File: src/rtl/pattern_scan_if.sv
// Bus-side bundle for pattern_scan_ctrl: word handshake, pattern configuration and match status.
// The bus-side word source uses master; the controller uses slave.
interface pattern_scan_if #(
  parameter int DATA_W = 8,
  parameter int PAT_W  = 4,
  parameter int LEN_W  = 3,
  parameter int CNT_W  = 8
);
  logic              cfg_we;
  logic [PAT_W-1:0]  cfg_pattern;
  logic [LEN_W-1:0]  cfg_len;
  logic              cfg_ovl;
  logic              start;
  logic [DATA_W-1:0] data_in;
  logic              hist_clr;
  logic              cnt_clr;
  logic              busy;
  logic              done;
  logic              match_pulse;
  logic [CNT_W-1:0]  match_count;

  modport master (
    output cfg_we, cfg_pattern, cfg_len, cfg_ovl, start, data_in, hist_clr, cnt_clr,
    input  busy, done, match_pulse, match_count
  );

  modport slave (
    input  cfg_we, cfg_pattern, cfg_len, cfg_ovl, start, data_in, hist_clr, cnt_clr,
    output busy, done, match_pulse, match_count
  );
endinterface

File: src/rtl/pattern_scan_ctrl.sv
// Serialises a captured word MSB-first and matches the bit stream against a programmable
// 1..PAT_W bit pattern, counting matches with saturation.
module pattern_scan_ctrl #(
  parameter int               DATA_W  = 8,
  parameter int               PAT_W   = 4,
  parameter int               LEN_W   = 3,
  parameter int               CNT_W   = 8,
  parameter logic [PAT_W-1:0] RST_PAT = 4'b1011
) (
  input  logic          clk,
  input  logic          reset_n,
  pattern_scan_if.slave bus
);

  localparam int IDX_W = (DATA_W > 1) ? $clog2(DATA_W) : 1;

  localparam logic [1:0] IDLE  = 2'd0;
  localparam logic [1:0] SHIFT = 2'd1;
  localparam logic [1:0] DONE  = 2'd2;

  logic [1:0]        state_q, state_d;
  logic [DATA_W-1:0] word_q,  word_d;
  logic [IDX_W-1:0]  idx_q,   idx_d;
  logic [PAT_W-1:0]  hist_q,  hist_d;
  logic [LEN_W-1:0]  seen_q,  seen_d;
  logic [PAT_W-1:0]  pat_q,   pat_d;
  logic [LEN_W-1:0]  len_q,   len_d;
  logic              ovl_q,   ovl_d;
  logic              match_q, match_d;
  logic [CNT_W-1:0]  cnt_q,   cnt_d;

  logic              shift_bit;
  logic [PAT_W-1:0]  hist_n;
  logic [LEN_W-1:0]  seen_n;
  logic [PAT_W-1:0]  len_mask;
  logic              hit;

  always_comb begin
    state_d  = state_q;
    word_d   = word_q;
    idx_d    = idx_q;
    hist_d   = hist_q;
    seen_d   = seen_q;
    pat_d    = pat_q;
    len_d    = len_q;
    ovl_d    = ovl_q;
    cnt_d    = cnt_q;
    hit      = 1'b0;
    len_mask = '0;

    shift_bit = word_q[idx_q];
    hist_n    = {hist_q[PAT_W-2:0], shift_bit};
    seen_n    = (seen_q == LEN_W'(PAT_W)) ? seen_q : seen_q + LEN_W'(1);
    for (int i = 0; i < PAT_W; i++) begin
      len_mask[i] = (LEN_W'(i) < len_q);
    end

    case (state_q)
      IDLE: begin
        // Config lands before the first shift, so a same-edge start uses the new pattern.
        if (bus.cfg_we) begin
          pat_d = bus.cfg_pattern;
          len_d = (bus.cfg_len > LEN_W'(PAT_W)) ? LEN_W'(PAT_W) : bus.cfg_len;
          ovl_d = bus.cfg_ovl;
        end
        if (bus.hist_clr) begin
          hist_d = '0;
          seen_d = '0;
        end
        if (bus.start) begin
          word_d  = bus.data_in;
          idx_d   = IDX_W'(DATA_W - 1);
          state_d = SHIFT;
        end
      end
      SHIFT: begin
        hist_d = hist_n;
        seen_d = seen_n;
        hit    = (len_q != '0) && (seen_n >= len_q) && (((hist_n ^ pat_q) & len_mask) == '0);
        if (hit && !ovl_q) seen_d = '0;
        if (idx_q == '0) state_d = DONE;
        else             idx_d   = idx_q - IDX_W'(1);
      end
      DONE:    state_d = IDLE;
      default: state_d = IDLE;
    endcase

    match_d = hit;
    if (bus.cnt_clr)                            cnt_d = '0;
    else if (hit && (cnt_q != {CNT_W{1'b1}})) cnt_d = cnt_q + CNT_W'(1);
  end

  always_ff @(posedge clk or negedge reset_n) begin
    if (!reset_n) begin
      state_q <= IDLE;
      word_q  <= '0;
      idx_q   <= '0;
      hist_q  <= '0;
      seen_q  <= '0;
      pat_q   <= RST_PAT;
      len_q   <= LEN_W'(PAT_W);
      ovl_q   <= 1'b1;
      match_q <= 1'b0;
      cnt_q   <= '0;
    end else begin
      state_q <= state_d;
      word_q  <= word_d;
      idx_q   <= idx_d;
      hist_q  <= hist_d;
      seen_q  <= seen_d;
      pat_q   <= pat_d;
      len_q   <= len_d;
      ovl_q   <= ovl_d;
      match_q <= match_d;
      cnt_q   <= cnt_d;
    end
  end

  assign bus.busy        = (state_q == SHIFT);
  assign bus.done        = (state_q == DONE);
  assign bus.match_pulse = match_q;
  assign bus.match_count = cnt_q;

endmodule
File: src/flat_wrapper.sv
// flat-port wrapper written by rule: the top's interface ports become plain ports
module pattern_scan_ctrl_flat 
#(
  parameter int               DATA_W  = 8,
  parameter int               PAT_W   = 4,
  parameter int               LEN_W   = 3,
  parameter int               CNT_W   = 8,
  parameter logic [PAT_W-1:0] RST_PAT = 4'b1011
)
  (clk, reset_n, bus_cfg_we, bus_cfg_pattern, bus_cfg_len, bus_cfg_ovl, bus_start, bus_data_in, bus_hist_clr, bus_cnt_clr, bus_busy, bus_done, bus_match_pulse, bus_match_count);
  pattern_scan_if #(.DATA_W(DATA_W), .PAT_W(PAT_W), .LEN_W(LEN_W), .CNT_W(CNT_W)) bus_i ();
  input  logic clk;
  input  logic reset_n;
  input wire logic [$bits(bus_i.cfg_we)-1:0] bus_cfg_we;
  input wire logic [$bits(bus_i.cfg_pattern)-1:0] bus_cfg_pattern;
  input wire logic [$bits(bus_i.cfg_len)-1:0] bus_cfg_len;
  input wire logic [$bits(bus_i.cfg_ovl)-1:0] bus_cfg_ovl;
  input wire logic [$bits(bus_i.start)-1:0] bus_start;
  input wire logic [$bits(bus_i.data_in)-1:0] bus_data_in;
  input wire logic [$bits(bus_i.hist_clr)-1:0] bus_hist_clr;
  input wire logic [$bits(bus_i.cnt_clr)-1:0] bus_cnt_clr;
  output wire logic [$bits(bus_i.busy)-1:0] bus_busy;
  output wire logic [$bits(bus_i.done)-1:0] bus_done;
  output wire logic [$bits(bus_i.match_pulse)-1:0] bus_match_pulse;
  output wire logic [$bits(bus_i.match_count)-1:0] bus_match_count;
  assign bus_i.cfg_we = bus_cfg_we;
  assign bus_i.cfg_pattern = bus_cfg_pattern;
  assign bus_i.cfg_len = bus_cfg_len;
  assign bus_i.cfg_ovl = bus_cfg_ovl;
  assign bus_i.start = bus_start;
  assign bus_i.data_in = bus_data_in;
  assign bus_i.hist_clr = bus_hist_clr;
  assign bus_i.cnt_clr = bus_cnt_clr;
  assign bus_busy = bus_i.busy;
  assign bus_done = bus_i.done;
  assign bus_match_pulse = bus_i.match_pulse;
  assign bus_match_count = bus_i.match_count;
  pattern_scan_ctrl #(.DATA_W(DATA_W), .PAT_W(PAT_W), .LEN_W(LEN_W), .CNT_W(CNT_W), .RST_PAT(RST_PAT)) u_core (.clk(clk), .reset_n(reset_n), .bus(bus_i));
endmodule
File: config.mk
export PLATFORM = sky130hd
export DESIGN_NAME = pattern_scan_ctrl_flat
export DESIGN_NICKNAME = d
export VERILOG_FILES = /design/src/rtl/pattern_scan_if.sv /design/src/rtl/pattern_scan_ctrl.sv /design/src/flat_wrapper.sv
export SDC_FILE = /design/constraint.sdc
export NUM_CORES = 1
export LEC_CHECK = 0
export ABC_AREA = 0
export BUFFER_PORTS_ARGS = -buffer_cell sky130_fd_sc_hd__buf_2
export CORE_MARGIN = 8
export CORE_UTILIZATION = 45
export CTS_CLUSTER_SIZE = 28
export DETAILED_ROUTE_END_ITERATION = 10
export HOLD_SLACK_MARGIN = 0.15
export PLACE_DENSITY = 0.7
export SLEW_MARGIN = 20
export SYNTH_ARGS = -nofsm -noshare
export SYNTH_HDL_FRONTEND = slang
export SYNTH_SLANG_ARGS = --single-unit
File: constraint.sdc
create_clock -name clk -period 2.56 [get_ports clk]
set_clock_uncertainty 0.05 [all_clocks]
set_input_delay 0.256 -clock clk [delete_from_list [all_inputs] [get_ports clk]]
set_output_delay 0.256 -clock clk [all_outputs]
set_load 0.02 [all_outputs]
* Word-level counts from Yosys, hierarchy flattened
Cells that the tools add are included.
** Storage, ports and cells
- Word-level logic and storage cells :: 64
- Output and inout port bits :: 11
- Register bits after elaboration :: 36
** Operators by class
- Add/subtract/negate cells :: 3
- Bitwise gates (word level) :: 2
- $lt $le $gt $ge :: 7
- Reductions and logical operators :: 16
- Eq/ne operators :: 8
- Mux-type cells :: 18
** Operators by type and width (count)
- two-way mux 3 bit :: 7
- case mux 3 bit (2 select lines) :: 3
- two-way mux 8 bit :: 2
- adder 8 x 1 -> 8 bit (second input constant) :: 1
- != test 8 bit (second input constant) :: 1
- AND reduction 2 bit :: 4
- < comparator 1 x 3 -> 1 bit (first input constant) :: 2
- < comparator 2 x 3 -> 1 bit (first input constant) :: 2
- != test 2 bit (second input constant) :: 3
- AND 4 bit :: 1
- logical AND 1 bit :: 4
- zero test 4 bit :: 1
- < comparator 3 x 4 -> 1 bit (second input constant) :: 1
- two-way mux 2 bit :: 2
- case mux 2 bit (2 select lines) :: 1
- nonzero test 2 bit :: 2
- bitwise XOR 4 bit :: 1
- adder 3 x 1 -> 3 bit (second input constant) :: 1
- binary-select mux 1 bit (select 3 bit) :: 1
- equality test 3 bit (second input constant) :: 1
- >= comparator 3 bit :: 1
- > comparator 3 bit (second input constant) :: 1
- zero test 3 bit :: 1
- AND reduction 3 bit :: 1
- other kinds (8) :: 9

* Longest topological paths before layout
- Word-level depth :: 10
- Mapped depth :: 11
- Gate-level depth less buffers :: 11

* Least setup slack after synthesis
No wires, ideal clock.
- Path kind :: reg-to-reg
- Start :: register u_core.seen_q[0]
- End :: register u_core.cnt_q[0] (netlist: u_core.bus.match_count[0])
- Stages on the path, launching flop included :: 12
- Required time :: 2.382 ns
- Slack :: 0.231 ns
- Setup time :: 0.128 ns
- Arrival :: 2.151 ns
- Cells stage by stage :: dfrtp_1 inv_1 ha_1 nand2_1 xnor2_1 ha_1 nand2b_1 a21o_1 a21o_1 nand4_1 nor2_1 mux2_1
** Between the ends
- Word-level cells in the longest chain between the ends :: 8
** RTL lines
- start: declaration :: line pattern_scan_ctrl.sv:25 : logic [LEN_W-1:0] seen_q, seen_d;
- start signal: assignment :: line pattern_scan_ctrl.sv:110 : seen_q <= seen_d;
- adder 3 x 1 -> 3 bit or equality test 3 bit (tied branches) :: line pattern_scan_ctrl.sv:53 : seen_n = (seen_q == LEN_W'(PAT_W)) ? seen_q : seen_q + LEN_W'(1);
- two-way mux 3 bit (*) :: line pattern_scan_ctrl.sv:53
- >= comparator 3 bit (*) :: line pattern_scan_ctrl.sv:79 : hit = (len_q != '0) && (seen_n >= len_q) && (((hist_n ^ pat_q) & len_mask) == '0);
- logical AND 1 bit (*) (2 in series) :: line pattern_scan_ctrl.sv:79
- two-way mux 1 bit (*) :: line pattern_scan_ctrl.sv:58 : case (state_q)
- logical AND 1 bit (*) :: line pattern_scan_ctrl.sv:90 : else if (hit && (cnt_q != {CNT_W{1'b1}})) cnt_d = cnt_q + CNT_W'(1);
- nonzero test 2 bit (no source line) (*)
- end signal: assignment :: line pattern_scan_ctrl.sv:115 : cnt_q <= cnt_d;
- end: declaration :: line pattern_scan_ctrl.sv:30 : logic [CNT_W-1:0] cnt_q, cnt_d;
Mark *: on every way between the ends. The rest lies on a longest branch, timed or not.
A chain may end at the register's enable or synchronous reset.

* Worst setup path in the final report
- Start :: register u_core.seen_q[1]
- End :: register u_core.cnt_q[0] (netlist: u_core.bus.match_count[0])
Same word-level chain as after synthesis.

==> results.sh <==
export IMPL_cts_root_buffer_cell="clkbuf_8"
export IMPL_ys_ff_latch=36
export IMPL_met3_wirelength_um=215
export IMPL_yosysTopAreaCell="dfrtp_1"
export IMPL_drv_cap=0
export IMPL_worst_slew_pin_slew_ns=0.798
export IMPL_clock_sinks=36
export IMPL_synth_area_um2=1850
export IMPL_ir_drop_uv=472
export IMPL_yosysWarnings=0
export IMPL_p_per_area_nw_per_um2=1070
export IMPL_drtAntennaViolNets=0
export IMPL_worstSetupPathType="reg -> reg"
export IMPL_ys_types=35
export IMPL_status="finished clean"
export IMPL_drc=0
export IMPL_cts_tree="yes"
export IMPL_cp_max_fo=8
export IMPL_clockBufferDepth=2
export IMPL_place_gp_congestion=0.781
export IMPL_n_antenna_cell=0
export IMPL_cts_made_buffers=5
export IMPL_drt_wl_total_mm=3.64
export IMPL_num_rows=23
export IMPL_hp_class="in -> reg"
export IMPL_cp_start_kind="register"
export IMPL_firstDrtPassIters=4
export IMPL_dieHeight_um=80.1
export IMPL_p_leak_nw=1.14
export IMPL_fin_nets=260
export IMPL_hold_viol_final=0
export IMPL_grt_usage_pct=12.7
export IMPL_yosys_most_used_dff="dfrtp_1"
export IMPL_dieArea_um2=6420
export IMPL_htreeDepth=2
export IMPL_grt_first_pass_wirelength_mm=6.51
export IMPL_hold_ws_ns=0.173
export IMPL_synth_top_area_share_pct=41.9
export IMPL_start_util_pct=46.6
export IMPL_wl_per_cell_um=12.9
export IMPL_async_flop_share_pct=100
export IMPL_finalCriticalPeriod_ns=2.42
export IMPL_drt_met1_wl_mm=1.58
export IMPL_grt_max_degree=37
export IMPL_synth_edff_count=0
export IMPL_antenna_found_initial=0
export IMPL_ios=33
export IMPL_top_layer_used="met4"
export IMPL_drv_slew=0
export IMPL_clock_fmax_ghz=0.414
export IMPL_cp_arrival_ns=2.53
export IMPL_core_area_um2=3970
export IMPL_fin_tns_setup_ns=0
export IMPL_synth_seq_area_share_pct=49.0
export IMPL_syn_inst=178
export IMPL_rsz0062_at_grt="yes"
export IMPL_syn_avg_cell_area_um2=10.4
export IMPL_nFillCells=348
export IMPL_finalSetupViolations=0
export IMPL_synth_area_top_cells="dfrtp_1 (42%), nand2_1 (7.5%), dfstp_2 (7.1%)"
export IMPL_area_growth_pct=25.0
export IMPL_clock_latency_ns=0.28
export IMPL_num_vias=1423
export IMPL_drive_gt1_share_pct=24.2
export IMPL_synth_nets=208
export IMPL_grt_overflow=0
export IMPL_hpwl_mm=2.60
export IMPL_met2_length_mm=1.79
export IMPL_finalCritPeriodShare_pct=94.5
export IMPL_drt_iter0_drc=70
export IMPL_io_buffers=32
export IMPL_die_w_um=80.1
export IMPL_final_core_util_pct=58.3
export IMPL_viasPerCell=5.06
export IMPL_synth_common_cells="nand2_1 (37), dfrtp_1 (31), nor2_1 (16), ha_1 (8)"
export IMPL_yosysMostFrequentCell="nand2_1"
export IMPL_cp_required_ns=2.67
export IMPL_grt_pass1_vias=1464
export IMPL_clkTransAtPathRegs_ns=0.07
export IMPL_cp_end_kind="register"
export IMPL_maxSlewHeadroom_pct=46.8
report_power, final:
part / switching [mW] / internal, mW / total, mW
clock network: 0.193 / 0.219 / 0.413
registers: 0.146 / 0.808 / 0.954
logic: 0.576 / 0.521 / 1.10
total: 0.915 / 1.55 / 2.46
cell usage in the layout, fill, tap and decap left out, types with 2 or more instances in the layout:
master,netlist,layout
a21o_1,2,2
a21oi_1,2,2
a22o_1,3,3
a32o_1,2,2
and2_1,2,2
buf_2,0,32
buf_4,0,2
clkbuf_1,2,2
clkbuf_8,0,6
dfrtp_1,31,31
dfstp_2,5,5
dlygate4sd3_1,0,13
ha_1,8,8
inv_1,6,6
mux2_1,6,6
mux2_2,7,7
mux2i_1,2,2
mux4_1,2,2
nand2_1,37,37
nand2b_1,7,7
nand3_1,3,3
nand4_1,3,3
nor2_1,16,16
nor2b_1,7,7
nor3_1,5,5
o21ai_0,3,3
xnor2_1,4,3
xnor2_2,1,2
sequential cells by signal, indices dropped and copies added, names as in the netlist:
register	flops
u_core.seen_q	3
u_core.ovl_q	1
u_core.hist_q	3
u_core.len_q	3
u_core.bus.match_count	8
u_core.idx_q	3
u_core.state_q	2
u_core.bus.match_pulse	1
u_core.word_q	8
u_core.pat_q	4
cell type report:
cell class	count	area (µm²)	area share (%)
Clock buffer	8	90.1	3.89
Inverter	7	26.3	1.14
Multi-Input combinational cell	133	922	39.9
Sequential cell	36	907	39.2
Tap cell	50	62.6	2.70
Timing Repair Buffer	47	305	13.2
critical path, stage by stage (launching register included):
cell      delay [ns]
dfrtp_1         0.39
inv_1           0.06
ha_1            0.15
nand2_1         0.08
xnor2_2         0.15
ha_1            0.26
nand2b_1        0.14
a21o_1          0.17
a21o_1          0.18
nand4_1         0.08
buf_4           0.16
nor2_1          0.08
mux2_1          0.33
layer usage:
| metal | track usage, % | up-vias |
|---|---|---|
| met5 | 0 | - |
| met4 | 4.36 | 0 |
| met3 | 4.80 | 7 |
| met2 | 21.2 | 36 |
| met1 | 14.6 | 668 |
| li1 | - | 712 |
per-stage QoR:
step	area [µm²]	power (mW)	worst slack, ns	std cells
2_1_floorplan	1850	1.77	0.231	178
3_3_place_gp	2070	2.01	0.137	259
3_5_place_dp	2070	2.03	0.0676	259
4_1_cts	2290	2.47	0.0517	280
5_1_grt	2310	2.68	-0.0138	281
6_report	2310	2.46	0.142	281
kinds of logic after synthesis:
kind of cell | Yosys count | share of synthesized area (%)
and+or+nand+nor | 85 | 21.2
DFF | 36 | 49.0
muxes | 18 | 13.0
AOI/OAI and AO/OA | 17 | 6.69
buffers and inverters | 9 | 1.83
adders and majority gates | 8 | 5.41
xor gates and xnor gates | 5 | 2.77
repair_timing:
item	4_1_cts	5_1_grt
endpoints found under the hold margin	43	0
buffers inserted	0	1
setup endpoints to repair	0	7
gates resized for setup	0	2
hold buffers	13	0
final timing paths:
check	start	end	slack, ns	cells past startpoint
max in group asynchronous	reset_n	u_core.bus.match_count[0]	1.41	2
worst max-delay path	u_core.seen_q[1]	u_core.bus.match_count[0]	0.14	12
worst min-delay path	bus_cfg_len[2]	u_core.len_q[2]	0.17	2
worst min register to register	u_core.word_q[2]	u_core.word_q[2]	0.42	2
min in group asynchronous	reset_n	u_core.hist_q[2]	0.54	2
worst max register to register	u_core.seen_q[1]	u_core.bus.match_count[0]	0.14	12
Note: power is estimated with default switching activity, not from simulation.
